<file path="config.mk">
export PLATFORM = sky130hd
export DESIGN_NAME = commit_event_tx
export DESIGN_NICKNAME = d
export VERILOG_FILES = /design/src/rtl/commit_event_tx.sv
export SDC_FILE = /design/constraint.sdc
export NUM_CORES = 1
export LEC_CHECK = 0
export ABC_AREA = 1
export BUFFER_PORTS_ARGS = -buffer_cell sky130_fd_sc_hd__buf_2
export CELL_PAD_IN_SITES_DETAIL_PLACEMENT = 1
export CELL_PAD_IN_SITES_GLOBAL_PLACEMENT = 1
export CORE_MARGIN = 1.5
export CORE_UTILIZATION = 45
export CTS_CLUSTER_DIAMETER = 80
export DETAILED_ROUTE_END_ITERATION = 12
export HOLD_SLACK_MARGIN = 0.1
export PLACE_DENSITY = 0.79
export SYNTH_ARGS = -nofsm -noshare
export SYNTH_HDL_FRONTEND = slang
export SYNTH_SLANG_ARGS = --single-unit
</file>
<file path="constraint.sdc">
create_clock -name clk_i -period 12.9 [get_ports clk_i]
set_input_delay 0 -clock clk_i [delete_from_list [all_inputs] [get_ports clk_i]]
set_output_delay 0 -clock clk_i [all_outputs]
set_load 0.01 [all_outputs]
</file>
<file path="src/rtl/commit_event_tx.sv">
// rtl/commit_event_tx.sv - retire FIFO replaying ROB entries as one-cycle commit events
// Optional macro COMMIT_TX_BYPASS_EN: an entry arriving at an empty FIFO goes straight to the output register.
module commit_event_tx #(
  parameter int DEPTH = 8
) (
  input  logic        clk_i,
  input  logic        rst_i,
  input  logic        in_valid_i,
  output logic        in_ready_o,
  input  logic [2:0]  in_type_i,
  input  logic [31:0] in_pc_i,
  input  logic [4:0]  in_rd1_i,
  input  logic [4:0]  in_rd2_i,
  input  logic [31:0] in_data1_i,
  input  logic [31:0] in_data2_i,
  input  logic [31:0] in_addr_i,
  input  logic [1:0]  in_store_type_i,
  input  logic        in_mispredict_i,
  input  logic        tx_hold_i,
  output logic        WB_en1_o,
  output logic        WB_en2_o,
  output logic        load_en_o,
  output logic        store_en_o,
  output logic        branch_en_o,
  output logic        jump_en_o,
  output logic        flush_en_o,
  output logic [4:0]  WB_target1_o,
  output logic [4:0]  WB_target2_o,
  output logic [31:0] WB_data1_o,
  output logic [31:0] WB_data2_o,
  output logic [31:0] store_addr_o,
  output logic [31:0] store_value_o,
  output logic [31:0] branch_target_pc_o,
  output logic [31:0] jump_target_pc_o,
  output logic [31:0] ins_pc_o,
  output logic [1:0]  store_type_o,
  output logic        rob_full_o,
  output logic        bad_type_o
);

  localparam int AW = $clog2(DEPTH);
  localparam int CW = AW + 1;
  localparam logic [CW-1:0] FULL = CW'(DEPTH);

  localparam logic [2:0] T_WRITE  = 3'd0;
  localparam logic [2:0] T_WRITE2 = 3'd1;
  localparam logic [2:0] T_STORE  = 3'd2;
  localparam logic [2:0] T_BRANCH = 3'd3;
  localparam logic [2:0] T_JUMP   = 3'd4;
  localparam logic [2:0] T_LOAD   = 3'd5;

  typedef struct packed {
    logic [2:0]  typ;
    logic [31:0] pc;
    logic [4:0]  rd1;
    logic [4:0]  rd2;
    logic [31:0] d1;
    logic [31:0] d2;
    logic [31:0] addr;
    logic [1:0]  st;
    logic        mp;
  } entry_t;

  entry_t          mem_q [DEPTH];
  logic [AW-1:0]   wr_ptr_q, rd_ptr_q;
  logic [CW-1:0]   count_q, count_d;

  // Strobe order: wb1, wb2, load, store, branch, jump, flush, bad
  logic [7:0]      strb_q, strb_d;
  logic [4:0]      wb_t1_q, wb_t2_q;
  logic [31:0]     wb_d1_q, wb_d2_q, st_addr_q, st_val_q, br_tgt_q, jp_tgt_q, pc_q;
  logic [1:0]      st_type_q;
  logic [31:0]     wb_d1_d;

  entry_t in_entry, src;
  logic   push, byp, fifo_wr, fifo_pop, emit;

  assign in_entry = {in_type_i, in_pc_i, in_rd1_i, in_rd2_i, in_data1_i, in_data2_i,
                     in_addr_i, in_store_type_i, in_mispredict_i};

  assign in_ready_o = (count_q < FULL);
  assign rob_full_o = (count_q == FULL);
  assign push       = in_valid_i && in_ready_o;

`ifdef COMMIT_TX_BYPASS_EN
  assign byp = push && (count_q == '0) && !tx_hold_i;
`else
  assign byp = 1'b0;
`endif

  assign fifo_pop = (count_q != '0) && !tx_hold_i;
  assign fifo_wr  = push && !byp;
  assign emit     = fifo_pop || byp;
  assign src      = byp ? in_entry : mem_q[rd_ptr_q];
  assign count_d  = count_q + {{AW{1'b0}}, fifo_wr} - {{AW{1'b0}}, fifo_pop};

  always_comb begin
    strb_d  = 8'h00;
    wb_d1_d = src.d1;
    if (src.typ == T_JUMP) wb_d1_d = src.pc + 32'd4;
    if (emit) begin
      case (src.typ)
        T_WRITE:  strb_d[7] = (src.rd1 != 5'd0);
        T_WRITE2: begin
          strb_d[7] = (src.rd1 != 5'd0);
          strb_d[6] = (src.rd2 != 5'd0);
        end
        T_LOAD: begin
          strb_d[7] = (src.rd1 != 5'd0);
          strb_d[5] = 1'b1;
        end
        T_STORE:  strb_d[4] = 1'b1;
        T_BRANCH: begin
          strb_d[3] = 1'b1;
          strb_d[1] = src.mp;
        end
        T_JUMP: begin
          strb_d[2] = 1'b1;
          strb_d[7] = (src.rd1 != 5'd0);
        end
        default:  strb_d[0] = 1'b1;
      endcase
    end
  end

  always_ff @(posedge clk_i) begin
    if (fifo_wr) mem_q[wr_ptr_q] <= in_entry;
  end

  always_ff @(posedge clk_i) begin
    if (rst_i) begin
      wr_ptr_q  <= '0;
      rd_ptr_q  <= '0;
      count_q   <= '0;
      strb_q    <= '0;
      wb_t1_q   <= '0;
      wb_t2_q   <= '0;
      wb_d1_q   <= '0;
      wb_d2_q   <= '0;
      st_addr_q <= '0;
      st_val_q  <= '0;
      st_type_q <= '0;
      br_tgt_q  <= '0;
      jp_tgt_q  <= '0;
      pc_q      <= '0;
    end else begin
      count_q <= count_d;
      strb_q  <= strb_d;
      if (fifo_wr)  wr_ptr_q <= wr_ptr_q + 1'b1;
      if (fifo_pop) rd_ptr_q <= rd_ptr_q + 1'b1;
      // Data fields hold between events; only an emission reloads them.
      if (emit) begin
        wb_t1_q   <= src.rd1;
        wb_t2_q   <= src.rd2;
        wb_d1_q   <= wb_d1_d;
        wb_d2_q   <= src.d2;
        st_addr_q <= src.addr;
        st_val_q  <= src.d1;
        st_type_q <= src.st;
        br_tgt_q  <= src.d1;
        jp_tgt_q  <= src.d1;
        pc_q      <= src.pc;
      end
    end
  end

  assign WB_en1_o           = strb_q[7];
  assign WB_en2_o           = strb_q[6];
  assign load_en_o          = strb_q[5];
  assign store_en_o         = strb_q[4];
  assign branch_en_o        = strb_q[3];
  assign jump_en_o          = strb_q[2];
  assign flush_en_o         = strb_q[1];
  assign bad_type_o         = strb_q[0];
  assign WB_target1_o       = wb_t1_q;
  assign WB_target2_o       = wb_t2_q;
  assign WB_data1_o         = wb_d1_q;
  assign WB_data2_o         = wb_d2_q;
  assign store_addr_o       = st_addr_q;
  assign store_value_o      = st_val_q;
  assign store_type_o       = st_type_q;
  assign branch_target_pc_o = br_tgt_q;
  assign jump_target_pc_o   = jp_tgt_q;
  assign ins_pc_o           = pc_q;

endmodule

</file>
==> run summary <==
The clock network latency to the later pin of the worst-skew pair is around 760 ps. The post-route clock period utilization is between 30 and 40%. For met1 alone, demand over resource in global routing was 34.0%. The post-cts resize count is 0.

The share of async-settable or async-resettable flops after synthesis came out at 0%. The die is ~350 um wide. The HPWL after detailed placement is 88700 um. The number of top-level pins is between 300 and 400. The run finished with clean final reports.

The max-capacitance violation count came out at 0. The power per unit of standard cell area is 200 mW/mm2. The hold violation total from the final report came out at 0.

The overall track demand over capacity in global routing came out at between 20% and 30%. Setup repair after global routing left no endpoint under its margin. The sequential-to-total area share from yosys stat came out at just over 70%. Once the clock tree was built, the setup fixing pass inserted 0 buffers.

The number of pins with negative max-slew slack in the final report came out at 0. The critical path in this run is classified as reg -> reg. The congestion estimate from routability-driven global placement came to roughly 0.87. Based on the critical path, the design can be clocked at up to 217 MHz.

By instance count, the cell type seen most on the critical path is buf_4. The type of the worst min-delay path is in -> reg. The total wire length after detailed routing is around 160000 um. The data required time at the worst endpoint is roughly 13000 ps. STA classifies the critical path startpoint as a register. The maximum buffer depth of the clock tree came out at 3. After technology mapping, the gate count stands at around 4400. The depth of the CTS H-tree came out at 4. In the final routed layout, each cell accounts on average for 24.6 um. In this run the most used layer during global routing was met2. The mean area per synthesized cell came out at between 10 and 15 um2. Counting I/O delays and the setup requirement, the final critical path takes roughly 4600 ps. The via-per-instance ratio is between 5 and 6.

The first-pass GRT wire length is 242000 um. The top cell type's share of synthesized area is between 60% and 70%. The final setup violation count came out at 0. Walking the worst path, the cells encountered are inv_1 -> nand2_1 -> inv_1 -> nand2_1 -> nor2_4 -> buf_4 -> buf_4 -> buf_4. The met2 track utilization from global routing is a little under half. The number of synthesized flops with an enable pin is between 1000 and 1500. The number of instances in the placed design came out at slightly above 6000. Yosys printed 0 warnings. After the last flow step, the layout net total stands at 5066. The delay of the slowest cell on the worst path is a little over 900 ps. The standby leakage power is 0.0230 uW. The register-to-register setup slack is 8280 ps. The net count after synthesis is ~4600. Yosys instantiated no cell more often than edfxtp_1. After clock tree synthesis, the flow added hold-fix buffers numbering between 200 and 300.

In the post-synthesis netlist, the biggest area contributors are edfxtp_1 65%, dfxtp_1 7.3%, o21ai_0 6.0%. The fraction of layout instances using a drive strength above 1 is a little over an eighth. Of all nets on the critical path, the largest fanout is 45. STA puts the critical path data arrival time at about 5000 ps.

Among all flip-flop cells after synthesis, the most frequent one is edfxtp_1. The number of filler cells placed in the layout is 11988. The CTS tree is built.

Counting flops and latches in the post-synthesis netlist gives ~1300. For this run, design rule violations remaining after detail routing come to 0. The commonest cells after synthesis are 1152 x edfxtp_1, 639 x o21ai_0, 581 x nand2_1, 520 x nor2_1, 261 x inv_1. The tree is rooted in a clkbuf_16. The headroom to the max-slew limit is between 4 and 5%. The layout-stage area growth over the synthesis result came out at 18.1%.

Input and output buffers added on the ports amount to around 390. Clock skew on the completed layout was measured at 25.9 ps. Entering global routing, the biggest net connects around 240 pins.

After clock tree synthesis, the clock-pin slew on the worst setup and hold paths is 60 ps. The number of violations reported at the end of detailed-routing iteration 0 came out at between 3000 and 4000. The maximum resistive drop on vdd is 133 uV. After synthesis the cells add up to between 0.05 and 0.06 mm2. For this run, global-route usage on met3 was measured as 4.80%. The number of detailed-route iterations in the first pass is 8. For this design, the slowest cell found on the critical path is nor2_4. The number of CTS-inserted buffers is between 100 and 150. The number of placement rows came out at approximately 130. After floorplanning, the core was sized to cover 0.116 mm2.

The number of distinct library cell variants in the gate-level netlist after synthesis came out at 31. The via count of the first global-routing pass came to approximately 40000. The total global routing overflow came out at 0. The initial standard-cell utilization of the core came out at about 46%.

The clock sink total came out at approximately 1300. The slew at the pin closest to its max-slew limit came out at approximately 1400 ps. The die is roughly 350 um tall. The final antenna-violating net count came out at 0.

Of all cell types, the one taking the most synthesized area is edfxtp_1. The routed layout has ~37000 vias. The post-layout instance count excluding filler cells is 6554. The sum of negative setup slack came out at 0 ps.

STA classifies the critical path endpoint as a register. The initial antenna violation count is 21. The floorplan step defined a die boundary enclosing about 0.12 mm2.
[area by class of cell]
class / instances / area (um2) / share of cell area (%)
Tap cell: 1524 / 1910 / 3.05
Multi-Input combinational cell: 2460 / 11800 / 18.8
Clock buffer: 200 / 4010 / 6.41
Timing Repair Buffer: 690 / 4920 / 7.87
Inverter: 269 / 1030 / 1.65
Clock inverter: 60 / 449 / 0.718
Antenna cell: 6 / 15.0 / 0.0240
Sequential cell: 1345 / 38500 / 61.5
[worst paths after layout]
| check | end | from | depth (start not counted) |
|---|---|---|---|
| max | mem_q[2][20] | count_q[3] | 8 |
| min | mem_q[2][68] | in_data1_i[1] | 2 |
| max reg2reg | mem_q[2][20] | count_q[3] | 8 |
| min reg2reg | register | rd_ptr_q[2] | 1 |
[flip-flops by register name, summed over array words and instances, names as in the netlist, named ones only]
register and flops:
mem_q 1152, rd_ptr_q 3, store_addr_o 32, strb_q 8
WB_data1_o 32, WB_target1_o 5, ins_pc_o 32, store_type_o 2
jump_target_pc_o 32, WB_data2_o 32, count_q 4, wr_ptr_q 3
WB_target2_o 5
[routing by layer]
layer / vias to the layer above / wire [um]
met5: - / 126
met4: 20 / 4470
met3: 281 / 10200
met2: 1267 / 80400
met1: 18934 / 66100
li1: 16691 / -
[cells by family after synthesis]
group	synth area share [%]
compound gates	12.0
xor+xnor	0.0662
fa+ha+maj	0.250
buf+inv	5.31
flops	72.6
simple gates	9.74
[layout by cell type, fill, tap and decap left out, types with 6 or more instances in the layout]
| cell type | netlist | final |
|---|---|---|
| edfxtp_1 | 1152 | 1152 |
| o21ai_0 | 639 | 639 |
| nand2_1 | 581 | 581 |
| nor2_1 | 520 | 512 |
| buf_2 | 71 | 393 |
| inv_1 | 261 | 260 |
| dlygate4sd3_1 | 0 | 254 |
| dfxtp_1 | 193 | 190 |
| a21oi_1 | 184 | 184 |
| nand3_1 | 153 | 153 |
| clkbuf_16 | 0 | 148 |
| o22ai_1 | 129 | 129 |
| o221ai_1 | 96 | 96 |
| o21ai_1 | 83 | 83 |
| clkbuf_1 | 174 | 41 |
| buf_4 | 89 | 36 |
| clkinv_1 | 1 | 23 |
| a31oi_1 | 19 | 18 |
| clkinv_2 | 0 | 18 |
| nor2_4 | 7 | 15 |
| nand2_2 | 12 | 12 |
| clkbuf_8 | 0 | 11 |
| ha_1 | 9 | 9 |
| inv_6 | 0 | 7 |
| buf_12 | 0 | 7 |
| diode_2 | 0 | 6 |
| nor2_2 | 6 | 6 |
| clkinvlp_4 | 0 | 6 |
[worst max-delay path: cells and delay by family, from the launching register on]
kind          cells  cell delay [ps]
buf+inv           5             2540
flops             1              310
simple gates      3             1370
[power breakdown]
| part | total (uW) | switching [uW] | internal [uW] |
|---|---|---|---|
| Clock | 3950 | 1680 | 2270 |
| Sequential | 5400 | 266 | 5130 |
| Combinational | 3160 | 2280 | 877 |
| Total | 12500 | 4220 | 8280 |
[through the flow]
step                      total power (uW)  instance area, um2  worst slack [ps]  util (%)  hold WS, ps
after floorplan                       7390               52900              5510         -         98.9
after global placement                8390               55500              8380      47.7          265
after detailed placement              8530               55500              8230      47.7          265
after CTS                            12500               62500              8220      53.7          104
after global routing                 13000               62500              8040      53.7          122
final                                12500               62500              8280      53.8          128
Note: power is estimated with default switching activity, not from simulation.
